### src/rtl/i2s_rx_unit.sv
// I2S receiver: recovers 24-bit stereo frames from sck/ws/sdi sampled in the
// clk domain and buffers them in a small circular FIFO with a valid/ready output.
module i2s_rx_unit #(
    parameter int FIFO_SIZE = 4
) (
    input  logic        clk,
    input  logic        rst_n,
    input  logic        rx_enable_in,
    input  logic        sck_in,
    input  logic        ws_in,
    input  logic        sdi_in,
    output logic [47:0] audio_out,
    output logic        audio_valid_out,
    input  logic        audio_ready_in,
    output logic        frame_error_out,
    output logic        overflow_out
);
    localparam int PW = (FIFO_SIZE > 1) ? $clog2(FIFO_SIZE) : 1;
    localparam int CW = $clog2(FIFO_SIZE + 1);

    typedef enum logic [1:0] {IDLE, SYNC, RUN} state_t;

    state_t        state;
    logic          sck_r;
    logic          ws_prev;
    logic [4:0]    bit_cnt;
    logic [23:0]   shift_reg;
    logic [23:0]   left_word;
    logic [47:0]   mem [FIFO_SIZE];
    logic [PW-1:0] wr_ptr;
    logic [PW-1:0] rd_ptr;
    logic [CW-1:0] count;

    logic        sck_rise;
    logic        ws_change;
    logic        len_ok;
    logic [23:0] word;
    logic        push;
    logic        pop;
    logic        full;
    logic        do_wr;

    // Handshake: a frame transfers on any clk edge where audio_valid_out and
    // audio_ready_in are both high; audio_out is held while valid waits for ready.
    assign sck_rise  = sck_in & ~sck_r;
    assign ws_change = ws_in ^ ws_prev;
    assign word      = {shift_reg[22:0], sdi_in};
    assign len_ok    = (bit_cnt == 5'd23);
    assign push      = rx_enable_in && (state == RUN) && sck_rise && ws_change && ws_prev && len_ok;
    assign pop       = audio_valid_out && audio_ready_in;
    assign full      = (count == CW'(FIFO_SIZE));
    assign do_wr     = push && (!full || pop);

    assign audio_valid_out = (count != '0);
    assign audio_out       = audio_valid_out ? mem[rd_ptr] : '0;

    always_ff @(posedge clk or negedge rst_n) begin
        if (!rst_n) begin
            state           <= IDLE;
            sck_r           <= 1'b0;
            ws_prev         <= 1'b0;
            bit_cnt         <= '0;
            shift_reg       <= '0;
            left_word       <= '0;
            frame_error_out <= 1'b0;
        end else begin
            frame_error_out <= 1'b0;
            sck_r           <= sck_in;
            if (sck_rise) ws_prev <= ws_in;
            if (!rx_enable_in) begin
                state     <= IDLE;
                bit_cnt   <= '0;
                shift_reg <= '0;
            end else begin
                case (state)
                    IDLE: state <= SYNC;
                    SYNC: begin
                        // Lock onto the right->left boundary so the first word is always left.
                        if (sck_rise && ws_change && ws_prev) begin
                            state   <= RUN;
                            bit_cnt <= '0;
                        end
                    end
                    RUN: begin
                        if (sck_rise) begin
                            shift_reg <= word;
                            if (ws_change) begin
                                bit_cnt <= '0;
                                if (!len_ok) begin
                                    frame_error_out <= 1'b1;
                                    state           <= SYNC;
                                end else if (!ws_prev) begin
                                    left_word <= word;
                                end
                            end else if (bit_cnt >= 5'd24) begin
                                bit_cnt         <= 5'd25;
                                frame_error_out <= 1'b1;
                                state           <= SYNC;
                            end else begin
                                bit_cnt <= bit_cnt + 5'd1;
                            end
                        end
                    end
                    default: state <= IDLE;
                endcase
            end
        end
    end

    always_ff @(posedge clk) begin
        if (do_wr) mem[wr_ptr] <= {left_word, word};
    end

    always_ff @(posedge clk or negedge rst_n) begin
        if (!rst_n) begin
            wr_ptr       <= '0;
            rd_ptr       <= '0;
            count        <= '0;
            overflow_out <= 1'b0;
        end else if (!rx_enable_in) begin
            wr_ptr       <= '0;
            rd_ptr       <= '0;
            count        <= '0;
            overflow_out <= 1'b0;
        end else begin
            overflow_out <= push && full && !pop;
            if (do_wr) wr_ptr <= (wr_ptr == PW'(FIFO_SIZE - 1)) ? '0 : wr_ptr + 1'b1;
            if (pop)   rd_ptr <= (rd_ptr == PW'(FIFO_SIZE - 1)) ? '0 : rd_ptr + 1'b1;
            case ({do_wr, pop})
                2'b10:   count <= count + 1'b1;
                2'b01:   count <= count - 1'b1;
                default: count <= count;
            endcase
        end
    end
endmodule
### config.mk
export PLATFORM = sky130hd
export DESIGN_NAME = i2s_rx_unit
export DESIGN_NICKNAME = d
export VERILOG_FILES = /design/src/rtl/i2s_rx_unit.sv
export SDC_FILE = /design/constraint.sdc
export NUM_CORES = 1
export LEC_CHECK = 0
export ABC_AREA = 0
export BUFFER_PORTS_ARGS = -buffer_cell sky130_fd_sc_hd__buf_2
export CAP_MARGIN = 20
export CORE_MARGIN = 3
export CORE_UTILIZATION = 40
export DETAILED_ROUTE_END_ITERATION = 12
export PLACE_DENSITY = 0.57
export SETUP_SLACK_MARGIN = 0.15
export SYNTH_ARGS = -nofsm -noshare
export SYNTH_HDL_FRONTEND = slang
export SYNTH_SLANG_ARGS = --single-unit
### constraint.sdc
create_clock -name clk -period 3 [get_ports clk]
set_input_delay 0.15 -clock clk [delete_from_list [all_inputs] [get_ports clk]]
set_output_delay 0.15 -clock clk [all_outputs]
set_load 0.005 [all_outputs]
==> impl_metrics.json, run 1 <==
{
  "status": "complete, no violations",
  "reg2reg_to": "count[2]",
  "fin_skew_ns": 0.0162,
  "cts_setup_buffers": 0,
  "synth_cell_types": 53,
  "max-cap-violations": 0,
  "worstSetupStartpointType": "register",
  "diodes": 0,
  "num_vias": 5233,
  "max_freq_ghz": 0.392,
  "fin_crit_ns": 2.55,
  "power_density_nw_per_um2": 584,
  "syn_to_final_growth_pct": 17.2,
  "endpoint_kind": "output port",
  "finish.net_count": 672,
  "largest_reg_flops": 192,
  "io_pins": 58,
  "slew_viol_final": 0,
  "clk_latency_ns": 0.52,
  "fillers": 2144,
  "num_rows": 58,
  "routed_wl_um": 19900,
  "grt_start_max_net_pins": 52,
  "rsz0062_at_grt": "false",
  "numCtsBuffers": 26,
  "die_w_um": 167,
  "syn_nets": 591,
  "wl_met1_um": 8680,
  "synth_seq_cells": 257,
  "dpl.hpwl_um": 12800,
  "viasPerCell": 5.20,
  "dp.cells": 953,
  "grt_pass1_wl_um": 32400,
  "ys.flop_type": "edfxtp_1",
  "crit_type": "register to output port",
  "gr-total-overflow": 0,
  "layout-drive-gt1-share_pct": 30.9,
  "worst_pin_slew_ns": 0.652,
  "routed-wl-met3_um": 877,
  "hold_path.class": "input port to asynchronous set/reset pin",
  "synth_top_family_by_area": "multiplexers",
  "die-area_sq_um": 27900,
  "setup_viol": 0,
  "clockBufferDepth": 3,
  "whs_ns": 0.154,
  "place_congestion": 0.754,
  "crit_slowest_cell": "dfrtp_4",
  "worst_ir_drop_vdd_v": 0.000453,
  "reg2reg_from": "sck_r",
  "dr.max_layer_used": "met4",
  "synthMuxAreaShare_pct": 14.7,
  "period_share_pct": 85.0,
  "yosys_warnings": 0,
  "die_h_um": 167,
  "syn_area_per_cell_sq_um": 18.0,
  "register_area_sq_um": 7400,
  "start_util_pct": 40.9,
  "synth_compound_area_share_pct": 2.78,
  "clkSinkCount": 257,
  "yosys.area_share.adder_pct": 1.04,
  "r2r_cells": 7,
  "antenna_left": 0,
  "synthCells": 576,
  "hold_violations": 0,
  "cts_tree": "done",
  "grt_pass1_vias": 5632,
  "synth_seq_area_share_pct": 71.3,
  "r2r_slack_ns": 0.48,
  "arrival_ns": 2.40,
  "cp_max_fo": 19,
  "drtIter0Drc": 399,
  "cellLeakagePower_nw": 4.99,
  "post_synth_xor_area_fraction_pct": 0.169,
  "synthSimpleGateAreaFrac_pct": 8.20,
  "path_cells": "buf_4, mux4_2, and2_1, buf_2",
  "post_cts_resize_count": 0,
  "relSlewSlack_pct": 55.9,
  "drc": 0,
  "antenna_found_initial": 0,
  "required_ns": 2.85,
  "synth_area_sq_um": 10400,
  "htreeDepth": 1,
  "final_cells": 1007,
  "core_area_sq_um": 25300,
  "tns_ns": 0,
  "routedWlPerCell_um": 19.7,
  "cts_root_buffer": "clkbuf_16",
  "synth_edf_count": 192,
  "dr.pass1.iters": 4,
  "ctsHoldBuffers": 6,
  "clkSlewWorstSetupHoldPaths_ns": 0.07,
  "max_stage_delay_ns": 0.70,
  "async_reset_ff_share_pct": 25.3,
  "io_buffers": 57,
  "dr_wl_met2_um": 9910,
  "grt_usage_pct": 14.6,
  "multiInputGateArea_sq_um": 2790
}
==> final cells by class <==
type	count	area share (%)
clock buffers	36	6.01
inverters	8	0.247
well taps	330	3.40
clock inverters	12	1.14
multi-input cells	279	23.0
flip-flops and latches	257	60.9
repair buffers	85	5.34
==> cells in the final DEF (no fill, tap or decap), types with 3 or more instances in the layout <==
| master | count |
|---|---|
| and2_2 | 5 |
| buf_12 | 11 |
| mux4_2 | 48 |
| dlygate4sd3_1 | 6 |
| nor2_1 | 7 |
| inv_1 | 8 |
| clkbuf_16 | 27 |
| bufinv_16 | 3 |
| edfxtp_1 | 192 |
| clkinv_1 | 3 |
| clkinvlp_4 | 3 |
| buf_2 | 57 |
| ha_1 | 7 |
| mux2_2 | 7 |
| clkbuf_1 | 7 |
| mux2_4 | 20 |
| a21oi_1 | 29 |
| and2_1 | 49 |
| nand2_1 | 55 |
| clkinv_2 | 3 |
| mux2i_1 | 6 |
| buf_4 | 11 |
| dfrtp_1 | 63 |
==> critical path: cells and delay by family, from the launching register on <==
family	cells	cell delay, ns
flops	1	0.70
mux	1	0.57
buf+inv	2	0.43
simple gates	1	0.18
==> metal layers <==
layer / up-vias / global-route usage (%)
met5: - / 0
met4: 0 / 3.55
met3: 35 / 2.61
met2: 127 / 24.8
met1: 2710 / 19.6
li1: 2361 / -
==> cell families after synthesis <==
family	Yosys count
adder cells (fa/ha/maj)	8
multiplexers	81
flip-flops	257
buffers and inverters	40
AND/OR/NAND/NOR	144
XOR/XNOR	2
AO/OA/AOI/OAI	44
==> how the worst max path moves through the flow <==
stage,startpoint,end,slack [ns]
5_1_grt,sck_r,count[2],0.30
2_1_floorplan,bit_cnt[0],mem[3][0],0.16
3_3_place_gp,sck_r,count[2],0.59
3_5_place_dp,sck_r,count[2],0.49
6_report,rd_ptr[0],audio_out[2],0.45
4_1_cts,rd_ptr[0],audio_out[25],0.37
==> synth_stat cells (2+ instances only) <==
cell,n,area share (%)
edfxtp_1,192,56
dfrtp_1,65,16
nand2_1,55,2.0
and2_1,53,3.2
mux4_2,48,10
a21oi_1,29,1.4
mux2_4,20,2.9
clkbuf_1,17,0.62
buf_2,11,0.53
inv_1,8,0.29
ha_1,7,0.85
mux2_2,7,0.76
nor2_1,7,0.25
mux2i_1,6,0.58
buf_6,3,0.33
a41oi_1,2,0.17
and3_1,2,0.12
nand3_1,2,0.097
nand3b_1,2,0.14
nand4b_4,2,0.46
nand4bb_1,2,0.22
nor2b_1,2,0.12
o2111ai_1,2,0.17
o21a_1,2,0.14
or3_1,2,0.12
==> power breakdown <==
group | internal [W] | switching [W]
registers | 0.00379 | 0.00000522
clock network | 0.00195 | 0.00127
logic | 0.0000268 | 0.0000527
total | 0.00577 | 0.00132
==> stage by stage <==
stage | setup slack (ns) | power, W | utilization, % | instance area, sq um
floorplan | 0.164 | 0.00390 | - | 10400
global placement | 0.586 | 0.00394 | 44.3 | 11200
detailed placement | 0.489 | 0.00394 | 44.3 | 11200
CTS | 0.372 | 0.00718 | 47.9 | 12100
global route | 0.297 | 0.00733 | 47.9 | 12100
finish | 0.450 | 0.00709 | 47.9 | 12100
Power figures use the tool's default switching activity.
==> run 2: changes to the inputs <==
==> constraint.sdc (replaced) <==
create_clock -name clk -period 2.28 [get_ports clk]
set_input_delay 0.114 -clock clk [delete_from_list [all_inputs] [get_ports clk]]
set_output_delay 0.114 -clock clk [all_outputs]
set_load 0.005 [all_outputs]
==> run 2 against run 1 <==
Compared with the run above: core utilization grew 2.9 points; setup slack worse by 0.41 ns; clock skew fell by 0.0090 ns; global-route usage rose by 0.34 points; critical path type unchanged; largest cell class unchanged.
==> impl_metrics.json, run 2 (synthesis results as in run 1) <==
{
  "grt_usage_pct": 14.9,
  "core_area_sq_um": 25300,
  "syn_to_final_growth_pct": 24.4,
  "cellLeakagePower_nw": 5.29,
  "rsz0062_at_grt": "true",
  "crit_path_start": "rd_ptr[0]",
  "num_vias": 5375,
  "worst_pin_slew_ns": 0.637,
  "num_rows": 58,
  "cp_top_family": "multiplexers",
  "io_pins": 58,
  "antenna_left": 0,
  "p_int_w": 0.00757,
  "fin_crit_ns": 2.24,
  "drtIter0Drc": 298,
  "reg2reg_to": "count[2]",
  "crit_type": "register to output port",
  "viasPerCell": 5.18,
  "io_buffers": 57,
  "drc": 0,
  "period_share_pct": 98.2,
  "routedWlPerCell_um": 20.1,
  "largest_reg_flops": 192,
  "grt_pass1_wl_um": 32900,
  "fin_skew_ns": 0.00714,
  "status": "complete, no violations",
  "power_frac_seq_pct": 53.3,
  "path_cells": "buf_12, buf_16, mux4_2, and2_4, buf_6",
  "clk_latency_ns": 0.53,
  "r2r_slack_ns": 0.21,
  "max_stage_delay_ns": 0.53,
  "crit_slowest_cell": "mux4_2",
  "antenna_found_initial": 0,
  "cts_tree": "done",
  "r2r_cells": 9,
  "clkSinkCount": 257,
  "max-cap-violations": 0,
  "routed_wl_um": 20900,
  "gr-total-overflow": 0,
  "final_cell_mix": "192 x edfxtp_1, 60 x dfrtp_1, 54 x nand2_1",
  "finish.net_count": 702,
  "die_h_um": 167,
  "clkPwrFrac_pct": 45.5,
  "power_switching_w": 0.00180,
  "clockBufferDepth": 3,
  "cts_root_buffer": "clkbuf_16",
  "total_power_w": 0.00936,
  "cp_max_fo": 7,
  "numCtsBuffers": 27,
  "clkSlewWorstSetupHoldPaths_ns": 0.06,
  "fillers": 2095,
  "required_ns": 2.17,
  "final_common_cell": "edfxtp_1",
  "relSlewSlack_pct": 57.5,
  "combinationalPowerShare_pct": 1.1,
  "grt_pass1_vias": 5663,
  "diodes": 0,
  "whs_ns": 0.168,
  "endpoint_kind": "output port",
  "slew_viol_final": 0,
  "final_cell_area_sq_um": 12900,
  "worstSetupStartpointType": "register",
  "dpl.hpwl_um": 11800,
  "path_buf_inv": 3,
  "hold_path.class": "input port to asynchronous set/reset pin",
  "hold_violations": 0,
  "postPlaceCellArea_sq_um": 11300,
  "place_congestion": 0.740,
  "die-area_sq_um": 27900,
  "reg2reg_from": "bit_cnt[0]",
  "htreeDepth": 1,
  "p_sw_share_pct": 19.2,
  "start_util_pct": 40.9,
  "setup_viol": 0,
  "power_density_nw_per_um2": 726,
  "max_freq_ghz": 0.447,
  "tns_ns": 0,
  "worst_ir_drop_vdd_v": 0.000568,
  "grt_start_max_net_pins": 52,
  "dr.pass1.iters": 4,
  "die_w_um": 167,
  "arrival_ns": 2.13,
  "layout-drive-gt1-share_pct": 39.0
}
==> run 2: changes by cell type in the layout (fill, tap and decap cells not counted), moves of 5 or more <==
cell,change
buf_4,+15
buf_6,+32
and2_1,-30
buf_2,-30
and2_4,+33
clkbuf_16,+5
buf_16,+5
==> run 2: through the flow <==
step / worst slack [ns] / instances / utilization [%]
3_5_place_dp: -0.00687 / 955 / 44.5
3_3_place_gp: 0.107 / 955 / 44.5
5_1_grt: -0.0177 / 1038 / 50.9
6_report: 0.0409 / 1038 / 50.9
2_1_floorplan: 0.0175 / 576 / -
4_1_cts: 0.00993 / 1028 / 49.1
==> run 2: metal layers <==
metal	vias up	routed length (um)	share of wire [%]	GRT usage, %
li1	2431	-	-	-
met1	2782	8980	43	19.6
met2	128	10700	51	26.4
met3	34	851	4.1	2.52
met4	0	371	1.8	2.83
met5	-	0	0	0
==> run 2: worst max path at each step <==
stage	depth (start not counted)	end	slack [ns]
finish	5	audio_out[18]	0.04
detailed placement	9	count[2]	-0.007
floorplan	4	mem[0][0]	0.02
global route	5	audio_out[18]	-0.02
CTS	5	audio_out[43]	0.01
global placement	9	count[2]	0.11
==> run 2: worst reg2reg max path: stages, from the launching register on <==
cell	delay [ns]
dfrtp_2	0.42
ha_4	0.17
nand4b_4	0.10
nor3_4	0.06
or2_4	0.25
fa_2	0.36
nor2_2	0.10
nand4b_1	0.13
o31a_2	0.16
o311ai_4	0.22
==> run 2: what timing repair did <==
action,4_1_cts,5_1_grt
gates cloned,3,5
endpoints found under the hold margin,77,0
buffers inserted,13,5
gates resized for setup,11,71
pin swaps,6,6
setup endpoints to repair,84,177
hold buffers,7,0
==> run 2: cell type report <==
type                    instances  area [sq um]  share of cell area [%]
flip-flops and latches        257          7400                    57.4
clock buffers                  33           708                    5.49
clock inverters                17           164                    1.27
well taps                     330           413                    3.20
inverters                       8          30.0                   0.233
repair buffers                114          1260                    9.80
multi-input cells             279          2910                    22.6
==> run 2: power groups by stage <==
| stage | combinational (W) | clock, W | sequential (W) |
|---|---|---|---|
| 2_1_floorplan | 0.0000504 | 0 | 0.00508 |
| 3_3_place_gp | 0.0000947 | 0 | 0.00508 |
| 3_5_place_dp | 0.0000964 | 0 | 0.00509 |
| 4_1_cts | 0.000109 | 0.00437 | 0.00499 |
| 5_1_grt | 0.000118 | 0.00456 | 0.00499 |
| 6_report | 0.000108 | 0.00426 | 0.00499 |
==> run 3: changes to the inputs <==
==> constraint.sdc (replaced) <==
create_clock -name clk -period 1.9 [get_ports clk]
set_input_delay 0.095 -clock clk [delete_from_list [all_inputs] [get_ports clk]]
set_output_delay 0.095 -clock clk [all_outputs]
set_load 0.005 [all_outputs]
==> run 3 against run 2 <==
Compared with the run above: the run now ends with setup timing left; sequential power increased by 20%; via count grew 10%; non-clock buffer count increased by 75; routed wire length is 23% higher; total power increased by 20%; global-route usage grew 3.4 points; sequential share of layout area shrank 6.6 points; clock skew up 0.0092 ns.
==> impl_metrics.json, run 3 (synthesis results as in run 1) <==
{
  "finish.net_count": 777,
  "crit_type": "register to output port",
  "num_vias": 5937,
  "fillers": 1840,
  "fin_skew_ns": 0.0163,
  "dr.max_layer_used": "met4",
  "failed_checks": "setup timing",
  "dr.pass1.iters": 8,
  "dp.cells": 976,
  "grt_pass1_wl_um": 39100,
  "die_w_um": 167,
  "viasPerCell": 5.33,
  "worstSetupStartpointType": "register",
  "arrival_ns": 2.12,
  "syn_to_final_growth_pct": 40.5,
  "dpl_worst_slack_ns": -0.237,
  "io_pins": 58,
  "cp_max_fo": 7,
  "required_ns": 1.80,
  "fin_ws_ns": -0.316,
  "max-cap-violations": 0,
  "drtIter0Drc": 449,
  "rsz0062_at_grt": "true",
  "fin_crit_ns": 2.22,
  "endpoint_kind": "output port",
  "clockBufferDepth": 3,
  "antenna_left": 0,
  "antenna_found_initial": 0,
  "setup_viol": 259,
  "power_density_nw_per_um2": 774,
  "dr_wl_met2_um": 13500,
  "place_congestion": 0.774,
  "cellLeakagePower_nw": 6.00,
  "routed-wl-met3_um": 1280,
  "grt_start_max_net_pins": 66,
  "die_h_um": 167,
  "slew_viol_final": 0,
  "hold_path.class": "input port to register",
  "die-area_sq_um": 27900,
  "final_cell_mix": "192 x edfxtp_1, 71 x buf_6, 61 x dfrtp_1",
  "diodes": 0,
  "routedWlPerCell_um": 23.2,
  "routed_wl_um": 25800,
  "clkSinkCount": 257,
  "cts_root_buffer": "clkbuf_16",
  "largest_reg_flops": 192,
  "max_freq_ghz": 0.451,
  "clkSlewWorstSetupHoldPaths_ns": 0.06,
  "worst_pin_slew_ns": 0.467,
  "status": "finished with violations",
  "layout-drive-gt1-share_pct": 48.5,
  "hold_violations": 0,
  "final_cells": 1113,
  "cts_tree": "done",
  "numCtsBuffers": 27,
  "relSlewSlack_pct": 68.9,
  "grt_pass1_vias": 6301,
  "grt_usage_pct": 18.3,
  "start_util_pct": 40.9,
  "worst_ir_drop_vdd_v": 0.000742,
  "gr-total-overflow": 0,
  "clk_latency_ns": 0.55,
  "core_area_sq_um": 25300,
  "io_buffers": 57,
  "drc": 0,
  "wl_met1_um": 10500,
  "dpl.hpwl_um": 12800,
  "period_share_pct": 117,
  "htreeDepth": 1,
  "final_common_cell": "edfxtp_1",
  "num_rows": 58
}
-- run 3: cell count changes in the layout (fill, tap and decap cells not counted), moves of 3 or more --
| cell | previous run | this run |
|---|---|---|
| and2_1 | 19 | 4 |
| and2_4 | 33 | 49 |
| buf_12 | 12 | 31 |
| buf_16 | 5 | 32 |
| buf_2 | 27 | 12 |
| buf_6 | 32 | 71 |
| buf_8 | 0 | 5 |
| clkbuf_1 | 5 | 8 |
| clkinv_1 | 6 | 0 |
| clkinv_2 | 4 | 9 |
-- run 3: critical path, cell delays in order (launching register included) --
cell and delay, ns:
dfrtp_4 0.48, buf_12 0.15, buf_12 0.13, mux4_2 0.55
and2_4 0.17, buf_6 0.11
-- run 3: metrics by stage --
step / power [W] / cell area [sq um] / TNS [ns] / utilization [%] / hold WS, ns
floorplan: 0.00616 / 10400 / -33.08 / - / -0.201
global route: 0.0116 / 14600 / -60.28 / 57.5 / 0.0812
detailed placement: 0.00624 / 11500 / -27.36 / 45.2 / 0.156
CTS: 0.0113 / 14000 / -41.46 / 55.2 / 0.0351
global placement: 0.00623 / 11500 / -15.14 / 45.2 / 0.150
finish: 0.0113 / 14600 / -42.22 / 57.5 / 0.0817
-- run 3: where the power goes --
part	switching, W	internal (W)
logic	0.0000977	0.0000671
registers	0.00000413	0.00598
clock network	0.00216	0.00296
total	0.00226	0.00900
-- run 3: worst paths after layout --
kind,from,end,slack [ns],depth (start not counted)
max,rd_ptr[0],audio_out[7],-0.32,5
min,audio_ready_in,count[0],0.08,3
max reg2reg,count[2],mem[0][42],-0.23,9
min reg2reg,left_word[22],mem[0][46],0.53,0
max in group asynchronous,rst_n,rd_ptr[0],1.44,3
min in group asynchronous,rst_n,shift_reg[0],0.09,3
-- run 3: per-layer routing --
layer	up-vias	GRT usage, %
met5	-	0
met4	0	4.81
met3	41	2.75
met2	200	31.2
met1	3096	24.9
li1	2600	-
-- run 3: timing repair --
action	4_1_cts	5_1_grt
resized for setup	104	76
buffers inserted	35	10
pin swaps	47	22
setup endpoints to repair	270	275
endpoints found under the hold margin	75	0
gates cloned	30	6
hold buffers	6	0
-- run 3: cell type report --
class                      instances  area, sq um  share of cell area (%)
inverter                           8         30.0                   0.206
clock inverter                    14          141                   0.971
clock buffer                      36          719                    4.94
tap                              330          413                    2.84
multi-input combinational        279         3010                    20.7
timing repair buffer             189         2840                    19.5
sequential                       257         7400                    50.8
